==> src/rtl/normalizer_seq_pkg.sv <==
// Shared definitions for the sequential normalizer.
// State encoding and default stage count.
package normalizer_seq_pkg;

  typedef enum logic [1:0] {
    IDLE,
    SHIFT,
    DONE
  } state_e;

  // Binary-search stages for the default 32-bit lane.
  localparam int LOG2_W = $clog2(32);

endpackage

==> src/rtl/normalizer_seq_norm_stage.sv <==
// One binary-search normalize stage.
// Combinational; reused every cycle by the top.
module normalizer_seq_norm_stage #(
  parameter int DATA_WIDTH = 32,
  parameter int CNT_WIDTH  = 6,
  parameter int STEP_W     = 3
) (
  input  logic [DATA_WIDTH-1:0] value_i,
  input  logic [STEP_W-1:0]     stage_i,
  input  logic                  tc_i,
  output logic [DATA_WIDTH-1:0] value_o,
  output logic [CNT_WIDTH-1:0]  add_o
);

  int                    k;
  logic [DATA_WIDTH-1:0] top;
  logic [DATA_WIDTH-1:0] ones;
  logic                  hit;

  // Test the top K (unsigned) or K+1 (signed) bits and shift by K on a hit.
  always_comb begin
    k    = DATA_WIDTH >> (int'(stage_i) + 1);
    ones = '1;
    top  = '0;
    hit  = 1'b0;
    if (tc_i) begin
      top = value_i >> (DATA_WIDTH - k - 1);
      hit = (top == '0) ||
            (top == (ones >> (DATA_WIDTH - k - 1)));
    end else begin
      top = value_i >> (DATA_WIDTH - k);
      hit = (top == '0);
    end
    value_o = hit ? (value_i << k) : value_i;
    add_o   = hit ? CNT_WIDTH'(k) : '0;
  end

endmodule

==> src/rtl/normalizer_seq.sv <==
// Sequential CLZ/CLS normalizer, one search stage per clock.
// Returns the left-normalized operand and the shift applied.
module normalizer_seq
  import normalizer_seq_pkg::*;
#(
  parameter int DATA_WIDTH = 32,
  parameter int CNT_WIDTH  = $clog2(DATA_WIDTH) + 1
) (
  input  logic                  module_clk_i,
  input  logic                  rst_ni,
  input  logic                  valid_i,
  output logic                  ready_o,
  input  logic                  data_tc_i,
  input  logic [DATA_WIDTH-1:0] a_i,
  output logic                  valid_o,
  input  logic                  ready_i,
  output logic [DATA_WIDTH-1:0] result_o,
  output logic [CNT_WIDTH-1:0]  count_o,
  output logic                  zero_o
);

  localparam int LW = $clog2(DATA_WIDTH);
  localparam int SW = (LW > 1) ? $clog2(LW) : 1;
  localparam logic [SW-1:0] LAST = SW'(LW - 1);

  state_e                state_q, state_d;
  logic [SW-1:0]         step_q, step_d;
  logic [DATA_WIDTH-1:0] data_q, data_d;
  logic [CNT_WIDTH-1:0]  count_q, count_d;
  logic                  tc_q, tc_d;
  logic                  zero_q, zero_d;

  logic [DATA_WIDTH-1:0] stage_val;
  logic [CNT_WIDTH-1:0]  stage_add;
  logic                  accept;
  logic                  dp_en;
  logic                  zero_in;

  normalizer_seq_norm_stage #(
    .DATA_WIDTH (DATA_WIDTH),
    .CNT_WIDTH  (CNT_WIDTH),
    .STEP_W     (SW)
  ) u_stage (
    .value_i (data_q),
    .stage_i (step_q),
    .tc_i    (tc_q),
    .value_o (stage_val),
    .add_o   (stage_add)
  );

  assign ready_o = (state_q == IDLE) ||
                   ((state_q == DONE) && ready_i);
  assign accept  = valid_i && ready_o;
  // Datapath enable: frozen while idle with nothing offered.
  assign dp_en   = (state_q != IDLE) || valid_i;
  assign zero_in = data_tc_i ? ((a_i == '0) || (&a_i))
                             : (a_i == '0);

  assign valid_o  = (state_q == DONE);
  assign result_o = data_q;
  assign count_o  = count_q;
  assign zero_o   = zero_q;

  // Next-state and datapath update; a load overrides everything.
  always_comb begin
    state_d = state_q;
    step_d  = step_q;
    data_d  = data_q;
    count_d = count_q;
    tc_d    = tc_q;
    zero_d  = zero_q;
    unique case (state_q)
      IDLE: ;
      SHIFT: begin
        data_d  = stage_val;
        count_d = count_q + stage_add;
        step_d  = step_q + 1'b1;
        if (step_q == LAST) begin
          state_d = DONE;
          // Search tops out at W-1; an all-zero word is W.
          if (zero_q && !tc_q)
            count_d = CNT_WIDTH'(DATA_WIDTH);
        end
      end
      DONE: begin
        if (ready_i && !valid_i)
          state_d = IDLE;
      end
      default: state_d = IDLE;
    endcase
    if (accept) begin
      state_d = SHIFT;
      step_d  = '0;
      data_d  = a_i;
      count_d = '0;
      tc_d    = data_tc_i;
      zero_d  = zero_in;
    end
  end

  // Control state register.
  always_ff @(posedge module_clk_i or negedge rst_ni) begin
    if (!rst_ni) state_q <= IDLE;
    else         state_q <= state_d;
  end

  // Datapath registers, only clocked when enabled.
  always_ff @(posedge module_clk_i or negedge rst_ni) begin
    if (!rst_ni) begin
      step_q  <= '0;
      data_q  <= '0;
      count_q <= '0;
      tc_q    <= 1'b0;
      zero_q  <= 1'b0;
    end else if (dp_en) begin
      step_q  <= step_d;
      data_q  <= data_d;
      count_q <= count_d;
      tc_q    <= tc_d;
      zero_q  <= zero_d;
    end
  end

endmodule
==> config.mk <==
export PLATFORM = sky130hd
export DESIGN_NAME = normalizer_seq
export DESIGN_NICKNAME = d
export VERILOG_FILES = /design/src/rtl/normalizer_seq_pkg.sv /design/src/rtl/normalizer_seq_norm_stage.sv /design/src/rtl/normalizer_seq.sv
export SDC_FILE = /design/constraint.sdc
export NUM_CORES = 1
export LEC_CHECK = 0
export BUFFER_PORTS_ARGS = -buffer_cell sky130_fd_sc_hd__buf_4
export CORE_ASPECT_RATIO = 1.4
export CORE_MARGIN = 1.5
export CORE_UTILIZATION = 47
export CTS_CLUSTER_DIAMETER = 60
export CTS_CLUSTER_SIZE = 14
export DETAILED_ROUTE_END_ITERATION = 16
export GPL_ROUTABILITY_DRIVEN = 0
export PLACE_DENSITY = 0.73
export RECOVER_POWER = 25
export SLEW_MARGIN = 10
export SYNTH_ARGS = -nofsm -noshare
export SYNTH_HDL_FRONTEND = slang
export SYNTH_SLANG_ARGS = --single-unit
==> constraint.sdc <==
create_clock -name module_clk_i -period 14.5 [get_ports module_clk_i]
set_clock_uncertainty 0.2 [all_clocks]
set_input_delay 0.725 -clock module_clk_i [delete_from_list [all_inputs] [get_ports module_clk_i]]
set_output_delay 0.725 -clock module_clk_i [all_outputs]
set_load 0.005 [all_outputs]
==> metrics.yaml, run 1 <==
clock_network:
  cts_htree_levels: 2
  postCtsSetupBuffers: 0
  ctsResizeCount: 0
  tritoncts: "done"
  clock-sinks: 45
  cts_buffer_depth: 2
  hold_buffers: 0
  clkLatencyLatePin_ps: 290
  clk_pin_slew_ps: 60
  cts_buffers: 5
  root_buffer: "clkbuf_16"
die:
  core_region_area_sq_um: 15680
  ios: 78
  dieArea_sq_um: 16890
  die_x_microns: 110.3
  start_util_pct: 48.31
  rows: 54
  die_h_microns: 153.2
synthesis:
  ys_ff_latch: 45
  post-synth-top-count-cell: "nand2_1"
  synthFlopType: "dfrtp_1"
  ys_types: 89
  ys_warn_count: 0
  synth_top_area_share_pct: 14.87
  syn_avg_cell_area_sq_um: 7.239
  syn-instance-count: 1046
  synth_area_sq_um: 7572
  synth-edff-count: 0
  synthArstFlopShare_pct: 100.0
  synth_area_leader_cell: "dfrtp_1"
  ys_top_cells_by_count: "nand2_1, nor2_1, mux2i_1"
  yosys-top-cells-area: "dfrtp_1, mux2i_1, nand2_1, mux2_2, a21oi_1"
  ys_seq_area_share_pct: 14.87
  syn_nets: 1099
drt:
  postRouteAntennaNets: 0
  dr_total_vias: 8898
  drt_first_pass_iters: 6
  wirelength_mm: 29.73
  wire_per_inst_microns: 24.21
  vias_per_cell: 7.246
  drt_iter0_drc: 1136
  drc: 0
setup_path:
  cp.required_ps: 14480
  max_stage_delay_ps: 640
  cp.arrival_ps: 8440
  path_delay_family: "compound AO/OA/AOI/OAI gates"
  cp_slowest_cell: "ha_1"
  worstSetupEndpointType: "flip-flop"
  cpMostUsedCell: "ha_1"
  crit_fanout: 48
  r2r_slack_ps: 6040
  startpoint_type: "flip-flop"
  critPathBufInv: 5
  worst-setup-path-type: "flip-flop to flip-flop"
global_route:
  grt-ovfl-total: 0
  grt_max_degree: 75
  antenna_found_initial: 0
  grt.total_usage_pct: 35.61
  grt_pass1_wl_mm: 46.44
  grt_pass1_vias: 8363
timing:
  hold_viol: 0
  slew_violations: 46
  setup_tns_ps: 0
  worst-slew-pin-transition_ps: 2452
  hold_slack_ps: 320.0
  setup_viol: 0
  relSlewSlack_pct: -63.45
  fmax_mhz: 118.2
  layout_min_cycle_time_ps: 8458
  min_period_over_period_pct: 58.33
  rsz0062_at_grt: "false"
job:
  drv_cap: 1
finish:
  area_growth_pct: 7.171
  nFillCells: 1561
  antenna_cells: 0
  drive_above_1_share_pct: 15.99
  fin_nets: 1085
placement:
  place_hpwl_mm: 21.45
  port_buffers: 77
status:
  status: "complete, but fails checks"
  violations: "capacitance limit, slew limit"
min_path:
  hold_class: "flip-flop to flip-flop"
registers in the layout (all words and copies together), names as in the netlist:
name,count
tc_q,1
step_q,3
state_q,2
zero_o,1
count_o,6
result_o,32
final timing paths:
| kind | startpoint | cells after the start | endpoint |
|---|---|---|---|
| max | step_q[0]$_DFFE_PN0P_ | 27 | count_o[5]$_DFFE_PN0P_ |
| min in group asynchronous | rst_ni | 1 | result_o[18]$_DFFE_PN0P_ |
| max in group asynchronous | rst_ni | 1 | step_q[2]$_DFFE_PN0P_ |
| min | zero_o$_DFFE_PN0P_ | 2 | zero_o$_DFFE_PN0P_ |
| max reg2reg | step_q[0]$_DFFE_PN0P_ | 27 | count_o[5]$_DFFE_PN0P_ |
| min reg2reg | zero_o$_DFFE_PN0P_ | 2 | zero_o$_DFFE_PN0P_ |
cells by family (layout without fill, tap and decap cells):
family,after synthesis,count (layout),share of synthesized area (%)
adders and majority gates,16,16,2.743
AOI/OAI and AO/OA,332,332,30.67
buffers and inverters,132,118,7.799
xor gates and xnor gates,6,6,1.041
muxes,128,128,17.99
DFF,45,45,14.87
and+or+nand+nor,387,387,24.88
layout by cell type (no fill, tap or decap), drive strengths merged, types with 6 or more instances in the layout:
cell / count
nor2: 98
a22oi: 10
inv: 23
a211oi: 12
ha: 15
o22ai: 31
nand3b: 7
nand2: 117
nor3: 32
nand3: 23
a22o: 8
buf: 86
a21oi: 76
o211ai: 11
a31oi: 11
o21ai: 69
o221ai: 6
nand4: 21
nor4: 20
nand2b: 9
nor2b: 9
o31ai: 15
mux2: 35
mux2i: 90
and2: 11
a221oi: 12
o32ai: 7
clkbuf: 8
a221o: 14
and3: 15
dfrtp: 45
metal layers:
layer  global-route usage [%]  part of all wire, %
met1                    43.81                   35
met2                    56.17                   47
met3                    5.288                   11
met4                    24.42                  7.9
met5                        0                    0
layout make-up:
cell class / instances / area, sq um / area share, %
multi-input cells: 869 / 5861 / 72.22
flip-flops and latches: 45 / 1127 / 13.89
repair buffers: 87 / 649.4 / 8.002
well taps: 196 / 245.2 / 3.022
clock buffers: 7 / 142.6 / 1.758
inverters: 24 / 90.09 / 1.110
worst min-delay path: cells and delay by family (launching register included):
kind               cells  cell delay [ps]
AOI/OAI and AO/OA      1               60
DFF                    1              370
and+or+nand+nor        1               50
per-stage QoR:
stage               worst slack (ps)  util (%)  area [sq um]  cells
floorplan                       7561         -          7572   1046
global placement                6609     50.89          7976   1221
detailed placement              6299     50.89          7976   1221
CTS                             6314     51.80          8119   1228
global route                    5791     51.77          8115   1228
finish                          6042     51.77          8115   1228
Power of run 1 is left out: the tool's default activity adds up to more than one toggle a clock period on the data nets, which glitch-free logic cannot reach.
==> run 2, diff against run 1 <==
Clock period 14.5 ns to 7.8 ns, I/O delays scaled along.
==> run 2 against run 1 <==
  * The flow still finishes with violations (capacitance limit, slew limit)
  * Sequential share of layout area down 0.13 points
  * Setup slack worse by 5500 ps
  * Register-to-register slack worse by 5500 ps
  * Worst hold slack worse by 190 ps
  * Global-route usage up 0.35 points
  * Die area unchanged
  * Cell area up 0.94%
  * Utilization up 0.49 points
  * First-iteration DRC count up 8.9%
  * Non-clock buffer count up 7
  * Sequential cell count unchanged
  * Critical endpoint unchanged
==> metrics.yaml, run 2 (synthesis gave the netlist of run 1 again) <==
die:
  die_h_microns: 153.2  # unchanged
  core_region_area_sq_um: 15680  # unchanged
  rows: 54  # unchanged
  die_x_microns: 110.3  # unchanged
  start_util_pct: 48.31  # unchanged
  dieArea_sq_um: 16890  # unchanged
  ios: 78  # unchanged
setup_path:
  worst-setup-path-type: "flip-flop to flip-flop"
  cp_slowest_cell: "ha_1"
  regToRegStartpoint: "step_q[0]$_DFFE_PN0P_"
  startpoint_type: "flip-flop"
  crit_path_start: "step_q[0]$_DFFE_PN0P_"
  crit_fanout: 19  # -60%
  cp.arrival_ps: 7290  # -1150 ps
  cp.required_ps: 7790  # -6690 ps
  worstSetupEndpointType: "flip-flop"
  max_stage_delay_ps: 760  # +120 ps
timing:
  layout_min_cycle_time_ps: 7301  # -1158 ps
  hold_viol: 0  # unchanged
  fmax_mhz: 137.0  # +16%
  min_period_over_period_pct: 93.60  # +35 points
  slew_violations: 46  # unchanged
  rsz0062_at_grt: "false"
  setup_viol: 0  # unchanged
  worst-slew-pin-transition_ps: 2481  # +28.94 ps
  relSlewSlack_pct: -65.38  # -1.9 points
  setup_tns_ps: 0  # unchanged
finish:
  area_growth_pct: 8.179
  nFillCells: 1561  # unchanged
  drive_above_1_share_pct: 16.54  # +0.55 points
  post-route-util_pct: 52.26  # +0.49 points
  fin_nets: 1092  # +0.65%
  final_cell_mix: "nand2_1, nor2_1, buf_4"
  largest_reg_flops: 32  # unchanged
  antenna_cells: 0  # unchanged
  layout_commonest_cell: "nand2_1"
  multi_input_area_sq_um: 5861  # unchanged
  seq_area_sq_um: 1127  # unchanged
  design_area_sq_um: 8192  # +0.94%
drt:
  dr_total_vias: 9103  # +2.3%
  drt_iter0_drc: 1237  # +8.9%
  postRouteAntennaNets: 0  # unchanged
  drt_first_pass_iters: 6  # unchanged
  wire_per_inst_microns: 24.55  # +1.4%
  vias_per_cell: 7.365  # +1.6%
  wirelength_mm: 30.34  # +2.1%
  drc: 0  # unchanged
clock_network:
  clk_pin_slew_ps: 70  # about the same
  postCtsSetupBuffers: 0  # unchanged
  root_buffer: "clkbuf_16"
  tritoncts: "done"
  cts_htree_levels: 2  # unchanged
  clkLatencyLatePin_ps: 300  # about the same
  clock-sinks: 45  # unchanged
  cts_buffer_depth: 2  # unchanged
  cts_buffers: 5  # unchanged
placement:
  port_buffers: 77  # unchanged
  place_hpwl_mm: 21.43  # -0.10%
  dpl_cell_area_sq_um: 8021  # +0.56%
job:
  drv_cap: 1  # unchanged
global_route:
  antenna_found_initial: 0  # unchanged
  grt_max_degree: 74  # -1.3%
  grt_pass1_wl_mm: 46.96  # +1.1%
  grt_pass1_vias: 8547  # +2.2%
  grt.total_usage_pct: 35.96  # +0.35 points
  grt-ovfl-total: 0  # unchanged
status:
  violations: "capacitance limit, slew limit"
  status: "complete, but fails checks"
min_path:
  hold_class: "input port to flip-flop"
  holdCritStartpoint: "data_tc_i"
## run 2: changes by cell type in the layout (fill, tap and decap cells not counted), sizes merged
cell         change
bufinv           +1
dlygate4sd3      +1
clkinv           +1
buf              +6
clkbuf           -1
## run 2: cell type report
class	instances	area share, %
multi-input combinational	869	71.54
clock inverter	2	0.4277
tap	196	2.994
clock buffer	6	1.573
inverter	24	1.100
timing repair buffer	94	8.599
sequential	45	13.76
## run 2: per-layer routing
metal  share of wire [%]  track usage (%)  routed length (microns)  vias to the layer above
met5                   0                0                        0                        -
met3                  11            6.780                     3333                      208
li1                    -                -                        -                     3933
met2                  46            56.64                    14060                      797
met4                 7.5            22.77                     2289                        0
met1                  35            44.22                    10660                     4165
## run 2: metrics by stage
| step | std cells | hold WS, ps | worst slack (ps) |
|---|---|---|---|
| after floorplan | 1046 | -105.6 | 861.4 |
| after global placement | 1227 | 219.1 | 851.9 |
| after detailed placement | 1227 | 223.4 | 719.7 |
| after CTS | 1236 | 125.2 | 697.6 |
| after global routing | 1236 | 138.8 | 132.0 |
| final | 1236 | 125.6 | 499.2 |
## run 2: path summary, 6_finish.rpt
kind / to / slack (ps) / cells past startpoint
worst min-delay path: tc_q$_DFFE_PN0P_ / 130 / 3
worst max-delay path: count_o[5]$_DFFE_PN0P_ / 500 / 25
worst max register to register: count_o[5]$_DFFE_PN0P_ / 500 / 25
max in group asynchronous: step_q[2]$_DFFE_PN0P_ / 4610 / 2
min in group asynchronous: result_o[22]$_DFFE_PN0P_ / 1190 / 2
worst min register to register: count_o[4]$_DFFE_PN0P_ / 360 / 1
## run 2: worst max-delay path, delay by kind of cell (launching register included)
family,cells,cell delay [ps]
buffers and inverters,3,530
DFF,1,420
AOI/OAI and AO/OA,13,2900
and+or+nand+nor,4,1020
adders and majority gates,4,1700
muxes,1,390
## run 2: repair_timing
action / in CTS / in global routing
gates resized for setup: 0 / 0
hold buffers: 1 / 0
hold endpoints to repair: 45 / 0
Power of run 2 is left out for the same reason.
